File: config.mk
export PLATFORM = sky130hd
export DESIGN_NAME = keypad_scanner
export DESIGN_NICKNAME = d
export VERILOG_FILES = /design/src/rtl/keypad_pkg.sv /design/src/rtl/keypad_scanner_sync_2ff.sv /design/src/rtl/keypad_scanner.sv
export SDC_FILE = /design/constraint.sdc
export NUM_CORES = 1
export LEC_CHECK = 0
export CORE_ASPECT_RATIO = 1.4
export CORE_MARGIN = 8
export CORE_UTILIZATION = 55
export CTS_CLUSTER_SIZE = 14
export DETAILED_ROUTE_END_ITERATION = 12
export DONT_BUFFER_PORTS = 1
export PLACE_DENSITY = 0.73
export SETUP_SLACK_MARGIN = 0.3
export SYNTH_ARGS = -nofsm -noshare
export SYNTH_HDL_FRONTEND = slang
export SYNTH_HIERARCHICAL = 1
export SYNTH_SLANG_ARGS = --single-unit
export TNS_END_PERCENT = 5
File: constraint.sdc
create_clock -name clk -period 2.8 [get_ports clk]
set_input_delay 0.56 -clock clk [delete_from_list [all_inputs] [get_ports clk]]
set_output_delay 0.56 -clock clk [all_outputs]
set_load 0.005 [all_outputs]
File: src/rtl/keypad_pkg.sv
// keypad_pkg: shared definitions for the 4x4 matrix keypad scanner.
//   state_t     - scanner FSM states
//   ROWS/COLS   - keypad geometry
//   KEY_*       - one-hot bit index of each key (row*4 + col), row-major layout
//   col_drive() - active-low column drive pattern for a column index
package keypad_pkg;

    localparam int unsigned ROWS = 4;
    localparam int unsigned COLS = 4;

    typedef enum logic [1:0] {
        IDLE,
        SCAN,
        DEBOUNCE,
        PRESSED
    } state_t;

    localparam int unsigned KEY_1    = 0;
    localparam int unsigned KEY_2    = 1;
    localparam int unsigned KEY_3    = 2;
    localparam int unsigned KEY_A    = 3;
    localparam int unsigned KEY_4    = 4;
    localparam int unsigned KEY_5    = 5;
    localparam int unsigned KEY_6    = 6;
    localparam int unsigned KEY_B    = 7;
    localparam int unsigned KEY_7    = 8;
    localparam int unsigned KEY_8    = 9;
    localparam int unsigned KEY_9    = 10;
    localparam int unsigned KEY_C    = 11;
    localparam int unsigned KEY_STAR = 12;
    localparam int unsigned KEY_0    = 13;
    localparam int unsigned KEY_HASH = 14;
    localparam int unsigned KEY_D    = 15;

    function automatic logic [3:0] col_drive(input logic [1:0] col);
        return ~(4'b0001 << col);
    endfunction

endpackage

File: src/rtl/keypad_scanner_sync_2ff.sv
// sync_2ff: 4-bit two-flop synchronizer for the asynchronous keypad rows.
//   clk   - system clock
//   rst_n - synchronous active-low reset; both stages reset to 4'hF (rows idle high)
//   d     - asynchronous input
//   q     - synchronized output
module sync_2ff (
    input  logic       clk,
    input  logic       rst_n,
    input  logic [3:0] d,
    output logic [3:0] q
);

    logic [3:0] meta;

    always_ff @(posedge clk) begin
        if (!rst_n) begin
            meta <= '1;
            q    <= '1;
        end else begin
            meta <= d;
            q    <= meta;
        end
    end

endmodule

File: src/rtl/keypad_scanner.sv
// keypad_scanner: scans a 4x4 active-low matrix keypad, debounces press and
// release, and emits a one-hot key code.
//   clk       - system clock
//   rst_n     - synchronous reset, active-low
//   en        - scan enable; low idles the scanner (col_out = 4'hF)
//   row_in    - keypad rows, active-low, asynchronous
//   col_out   - column drive, active-low, one bit low while scanning
//   key_data  - one-hot code of the last accepted key (bit = row*4+col)
//   key_valid - one-cycle pulse when a new key is accepted
//   key_held  - high while the accepted key remains pressed
module keypad_scanner
    import keypad_pkg::*;
#(
    parameter int unsigned SCAN_DIV     = 1000,
    parameter int unsigned DEBOUNCE_CNT = 8
) (
    input  logic        clk,
    input  logic        rst_n,
    input  logic        en,
    input  logic [3:0]  row_in,
    output logic [3:0]  col_out,
    output logic [15:0] key_data,
    output logic        key_valid,
    output logic        key_held
);

    localparam int unsigned DIV_W = (SCAN_DIV > 1) ? $clog2(SCAN_DIV) : 1;
    localparam int unsigned CNT_W = $clog2(DEBOUNCE_CNT + 1);

    logic [3:0]       row_sync;
    logic [DIV_W-1:0] div_q;
    logic             sample;

    state_t           state_q, state_d;
    logic [1:0]       col_q, col_d;
    logic [CNT_W-1:0] cnt_q, cnt_d;
    logic [3:0]       cand_q, cand_d;     // {row, col} of the key being tracked
    logic [15:0]      key_data_d;
    logic             key_valid_d;
    logic             key_held_d;

    logic             one_low;
    logic [1:0]       low_row;

    sync_2ff u_row_sync (
        .clk   (clk),
        .rst_n (rst_n),
        .d     (row_in),
        .q     (row_sync)
    );

    assign sample = (div_q == DIV_W'(SCAN_DIV - 1));

    // Exactly one row low identifies a single key; two or more low rows is
    // ghosting/rollover and is treated as no key.
    always_comb begin
        one_low = ($countones(~row_sync) == 1);
        low_row = '0;
        for (int unsigned r = 0; r < ROWS; r++) begin
            if (!row_sync[r]) begin
                low_row = 2'(r);
            end
        end
    end

    always_comb begin
        state_d     = state_q;
        col_d       = col_q;
        cnt_d       = cnt_q;
        cand_d      = cand_q;
        key_data_d  = key_data;
        key_valid_d = 1'b0;
        key_held_d  = key_held;

        if (sample) begin
            case (state_q)
                SCAN: begin
                    if (one_low) begin
                        cand_d  = {low_row, col_q};
                        cnt_d   = CNT_W'(1);
                        state_d = DEBOUNCE;
                    end else begin
                        col_d = col_q + 2'd1;
                    end
                end

                DEBOUNCE: begin
                    if (one_low && (low_row == cand_q[3:2])) begin
                        if (cnt_q == CNT_W'(DEBOUNCE_CNT - 1)) begin
                            key_data_d  = 16'(1) << cand_q;
                            key_valid_d = 1'b1;
                            key_held_d  = 1'b1;
                            cnt_d       = '0;
                            state_d     = PRESSED;
                        end else begin
                            cnt_d = cnt_q + CNT_W'(1);
                        end
                    end else begin
                        cnt_d   = '0;
                        state_d = SCAN;
                    end
                end

                PRESSED: begin
                    // Only the accepted key's row matters; other keys in the
                    // held column are ignored until this one is released.
                    if (row_sync[cand_q[3:2]]) begin
                        if (cnt_q == CNT_W'(DEBOUNCE_CNT - 1)) begin
                            key_held_d = 1'b0;
                            cnt_d      = '0;
                            state_d    = SCAN;
                            col_d      = col_q + 2'd1;
                        end else begin
                            cnt_d = cnt_q + CNT_W'(1);
                        end
                    end else begin
                        cnt_d = '0;
                    end
                end

                default: begin
                    cnt_d   = '0;
                    state_d = SCAN;
                end
            endcase
        end
    end

    // col_out is registered from the next column so it always equals the
    // drive pattern of col_q while enabled, and reads 4'hF after reset/idle.
    always_ff @(posedge clk) begin
        if (!rst_n) begin
            state_q   <= SCAN;
            col_q     <= '0;
            div_q     <= '0;
            cnt_q     <= '0;
            cand_q    <= '0;
            col_out   <= '1;
            key_data  <= '0;
            key_valid <= 1'b0;
            key_held  <= 1'b0;
        end else if (!en) begin
            state_q   <= SCAN;
            col_q     <= '0;
            div_q     <= '0;
            cnt_q     <= '0;
            col_out   <= '1;
            key_valid <= 1'b0;
            key_held  <= 1'b0;
        end else begin
            state_q   <= state_d;
            col_q     <= col_d;
            div_q     <= sample ? '0 : div_q + DIV_W'(1);
            cnt_q     <= cnt_d;
            cand_q    <= cand_d;
            col_out   <= col_drive(col_d);
            key_data  <= key_data_d;
            key_valid <= key_valid_d;
            key_held  <= key_held_d;
        end
    end

endmodule

==> results.sh <==
export IMPL_ys_ff_latch=52
export IMPL_grt_pass1_wl_um=7850
export IMPL_viasPerCell=5.88
export IMPL_grtUsageTotal_pct=14.5
export IMPL_place_gp_congestion=0.888
export IMPL_dpl_hpwl_um=3460
export IMPL_routed_wl_um=4540
export IMPL_cap_violations=0
export IMPL_final_setup_viol_count=0
export IMPL_yosys_area_top_type="dfxtp_1"
export IMPL_clk_latency_ps=310
export IMPL_crit_buf_inv=2
export IMPL_fillers=336
export IMPL_cp_start_kind="flip-flop"
export IMPL_cts_root_buf="clkbuf_8"
export IMPL_status="finished clean"
export IMPL_syn_area_um2=2280
export IMPL_numCtsBuffers=5
export IMPL_rows=27
export IMPL_r2r_slack_ps=140
export IMPL_path_clk_slew_ps=90
export IMPL_drive_above_1_share_pct=13.1
export IMPL_start_util_pct=57.8
export IMPL_port_buffers=0
export IMPL_timing_rr_start="u_row_sync/q[3]"
export IMPL_critPathMaxStageDelay_ps=530
export IMPL_antenna_found_initial=0
export IMPL_avgSynthCellArea_um2=9.36
export IMPL_synth_cells=244
export IMPL_clock_sinks=52
export IMPL_cp_top_family="adder cells"
export IMPL_cp_slowest_cell="fa_1"
export IMPL_cts_hold_buf=0
export IMPL_ys_flop_type="dfxtp_1"
export IMPL_io_pins=29
export IMPL_cellPowerDensity_nw_per_um2=502
export IMPL_holdCritPathClass="primary input to flip-flop"
export IMPL_final_antenna_net_count=0
export IMPL_grt_setup_unrepaired="true"
export IMPL_tritoncts="yes"
export IMPL_drt_initial_drc_count=110
export IMPL_setup_ws_ps=139
export IMPL_htree_levels=2
export IMPL_final_setup_tns_ps=0
export IMPL_crit_arrival_ps=2900
export IMPL_die_area_um2=6500
export IMPL_async_flop_share_pct=0
export IMPL_yosys_warnings=6
export IMPL_endpoint="cnt_q[3]"
export IMPL_slew_limit_headroom_pct=70.7
export IMPL_place_ws_ps=89.1
export IMPL_period_needed_ps=2660
export IMPL_synthTopCellsByCount="52 x dfxtp_1, 28 x nand2_1, 21 x o21ai_0, 17 x nor2_1, 13 x nand2b_1"
export IMPL_grt_ovfl_total=0
export IMPL_cp_max_fo=6
export IMPL_hold_violations=0
export IMPL_n_antenna_cell=0
export IMPL_core_area_um2=3950
export IMPL_wl_per_cell_um=15.4
export IMPL_synthToLayoutAreaGrowth_pct=9.80
export IMPL_yosysMostFrequentCell="dfxtp_1"
export IMPL_post_synth_top_area_fraction_pct=45.6
export IMPL_r2r_cells=10
export IMPL_r2r_end="cnt_q[3]"
export IMPL_worst_slew_pin_slew_ps=438
export IMPL_die_w_um=70.5
export IMPL_crit_cells=10
export IMPL_clock_path_buffers=2
export IMPL_clock_skew_ps=8.68
export IMPL_synth_fp_nets=261
export IMPL_worst_setup_path_type="flip-flop to flip-flop"
export IMPL_ys_seq_area_share_pct=45.6
export IMPL_grt_max_degree=18
export IMPL_fmax_mhz=376
export IMPL_drc_errors=0
export IMPL_grt_pass1_vias=1730
export IMPL_die_h_um=92.3
export IMPL_required_ps=3030
export IMPL_num_nets_final=268
export IMPL_period_share_pct=95.0
export IMPL_startpoint="u_row_sync/q[3]"
export IMPL_slew_viol_final=0
export IMPL_via_count=1735
export IMPL_cp_end_kind="flip-flop"
export IMPL_synth_edf_count=0
export IMPL_synth_cell_types=47
export IMPL_drtPass1Iterations=4
export IMPL_cp_cell_sequence="fa_1 > inv_1 > ha_2 > ha_4 > nor3b_4 > buf_6 > nor2_4 > or4b_1 > a221o_1 > a21oi_1"
export IMPL_vdd_drop_max_mv=0.422
export IMPL_power_leakage_uw=0.000937
export IMPL_synth_top_cells_by_area="dfxtp_1 46%, ha_1 4.9%, nand2_1 4.6%, o21ai_0 4.6%, nand2b_1 3.6%"
## cells in the final DEF, fill, tap and decap left out, drive strengths merged, types with 3 or more instances in the layout
cell / synthesis / routed
a21oi: 6 / 6
and3: 4 / 4
buf: 2 / 6
clkbuf: 4 / 6
dfxtp: 52 / 52
ha: 9 / 9
inv: 10 / 10
mux2i: 5 / 5
nand2: 28 / 28
nand2b: 13 / 13
nand3: 9 / 9
nand3b: 4 / 4
nand4: 6 / 6
nor2: 17 / 17
nor2b: 5 / 5
nor3: 6 / 6
o21ai: 23 / 23
or2: 3 / 3
xnor2: 5 / 5
xor2: 4 / 4
## flip-flops by register name, summed over array words and instances, names as in the netlist
name             cells
div_q               10
state_q              2
key_held             1
u_row_sync/meta      4
key_valid            1
u_row_sync/q         4
col_out              4
key_data            16
col_q                2
cand_q               4
cnt_q                4
## worst min path at each step
stage	from	to	slack, ps	depth (start not counted)
after floorplan	u_row_sync/meta[0]	u_row_sync/q[0]	390	1
after global placement	u_row_sync/meta[3]	u_row_sync/q[3]	390	1
after detailed placement	u_row_sync/meta[2]	u_row_sync/q[2]	390	1
after CTS	rst_n	u_row_sync/q[3]	320	1
after global routing	rst_n	u_row_sync/meta[1]	320	1
final	rst_n	u_row_sync/q[3]	320	1
## power by group
group          switching [µW]  internal [µW]
clock network             243            200
registers                4.28            747
logic                    33.5           30.7
total                     281            978
## cell type report
cell class              instances  area (µm²)  share of cell area [%]
inverters                      10        37.5                    1.50
flip-flops and latches         52        1040                    41.6
repair buffers                  6        52.6                    2.09
clock buffers                   6        82.6                    3.29
multi-input cells             176        1220                    48.7
clock inverters                 2        15.0                   0.599
well taps                      43        53.8                    2.14
## logic make-up (layout without fill, tap and decap cells)
| group | Yosys count | in the layout | synth area share, % |
|---|---|---|---|
| AOI/OAI and AO/OA | 44 | 44 | 12.4 |
| xor gates and xnor gates | 9 | 9 | 3.45 |
| adders and majority gates | 10 | 10 | 5.81 |
| buffers and inverters | 16 | 24 | 3.01 |
| DFF | 52 | 52 | 45.6 |
| muxes | 6 | 6 | 3.18 |
| and+or+nand+nor | 107 | 107 | 26.6 |
## through the flow
| stage | cell area (µm²) | hold WS (ps) | std cells | utilization (%) | power [µW] |
|---|---|---|---|---|---|
| after global routing | 2510 | 319 | 295 | 63.5 | 1310 |
| after detailed placement | 2350 | 391 | 283 | 59.4 | 816 |
| after floorplan | 2320 | 386 | 244 | - | 808 |
| final | 2510 | 325 | 295 | 63.5 | 1260 |
| after CTS | 2480 | 320 | 294 | 62.7 | 1260 |
| after global placement | 2350 | 392 | 283 | 59.4 | 815 |
## repair_timing
item | in CTS | in global routing
pin swaps | 6 | 4
setup buffers | 3 | 1
endpoints found under the hold margin | 0 | 0
endpoints found under the setup margin | 24 | 29
resized for setup | 3 | 4
## layer usage
metal	up-vias	GRT usage, %	wire length [µm]
met5	-	0	0
met4	0	6.72	119
met3	13	5.61	337
met2	52	26.1	2340
met1	800	14.0	1750
li1	870	-	-
Note: power is estimated with default switching activity, not from simulation.
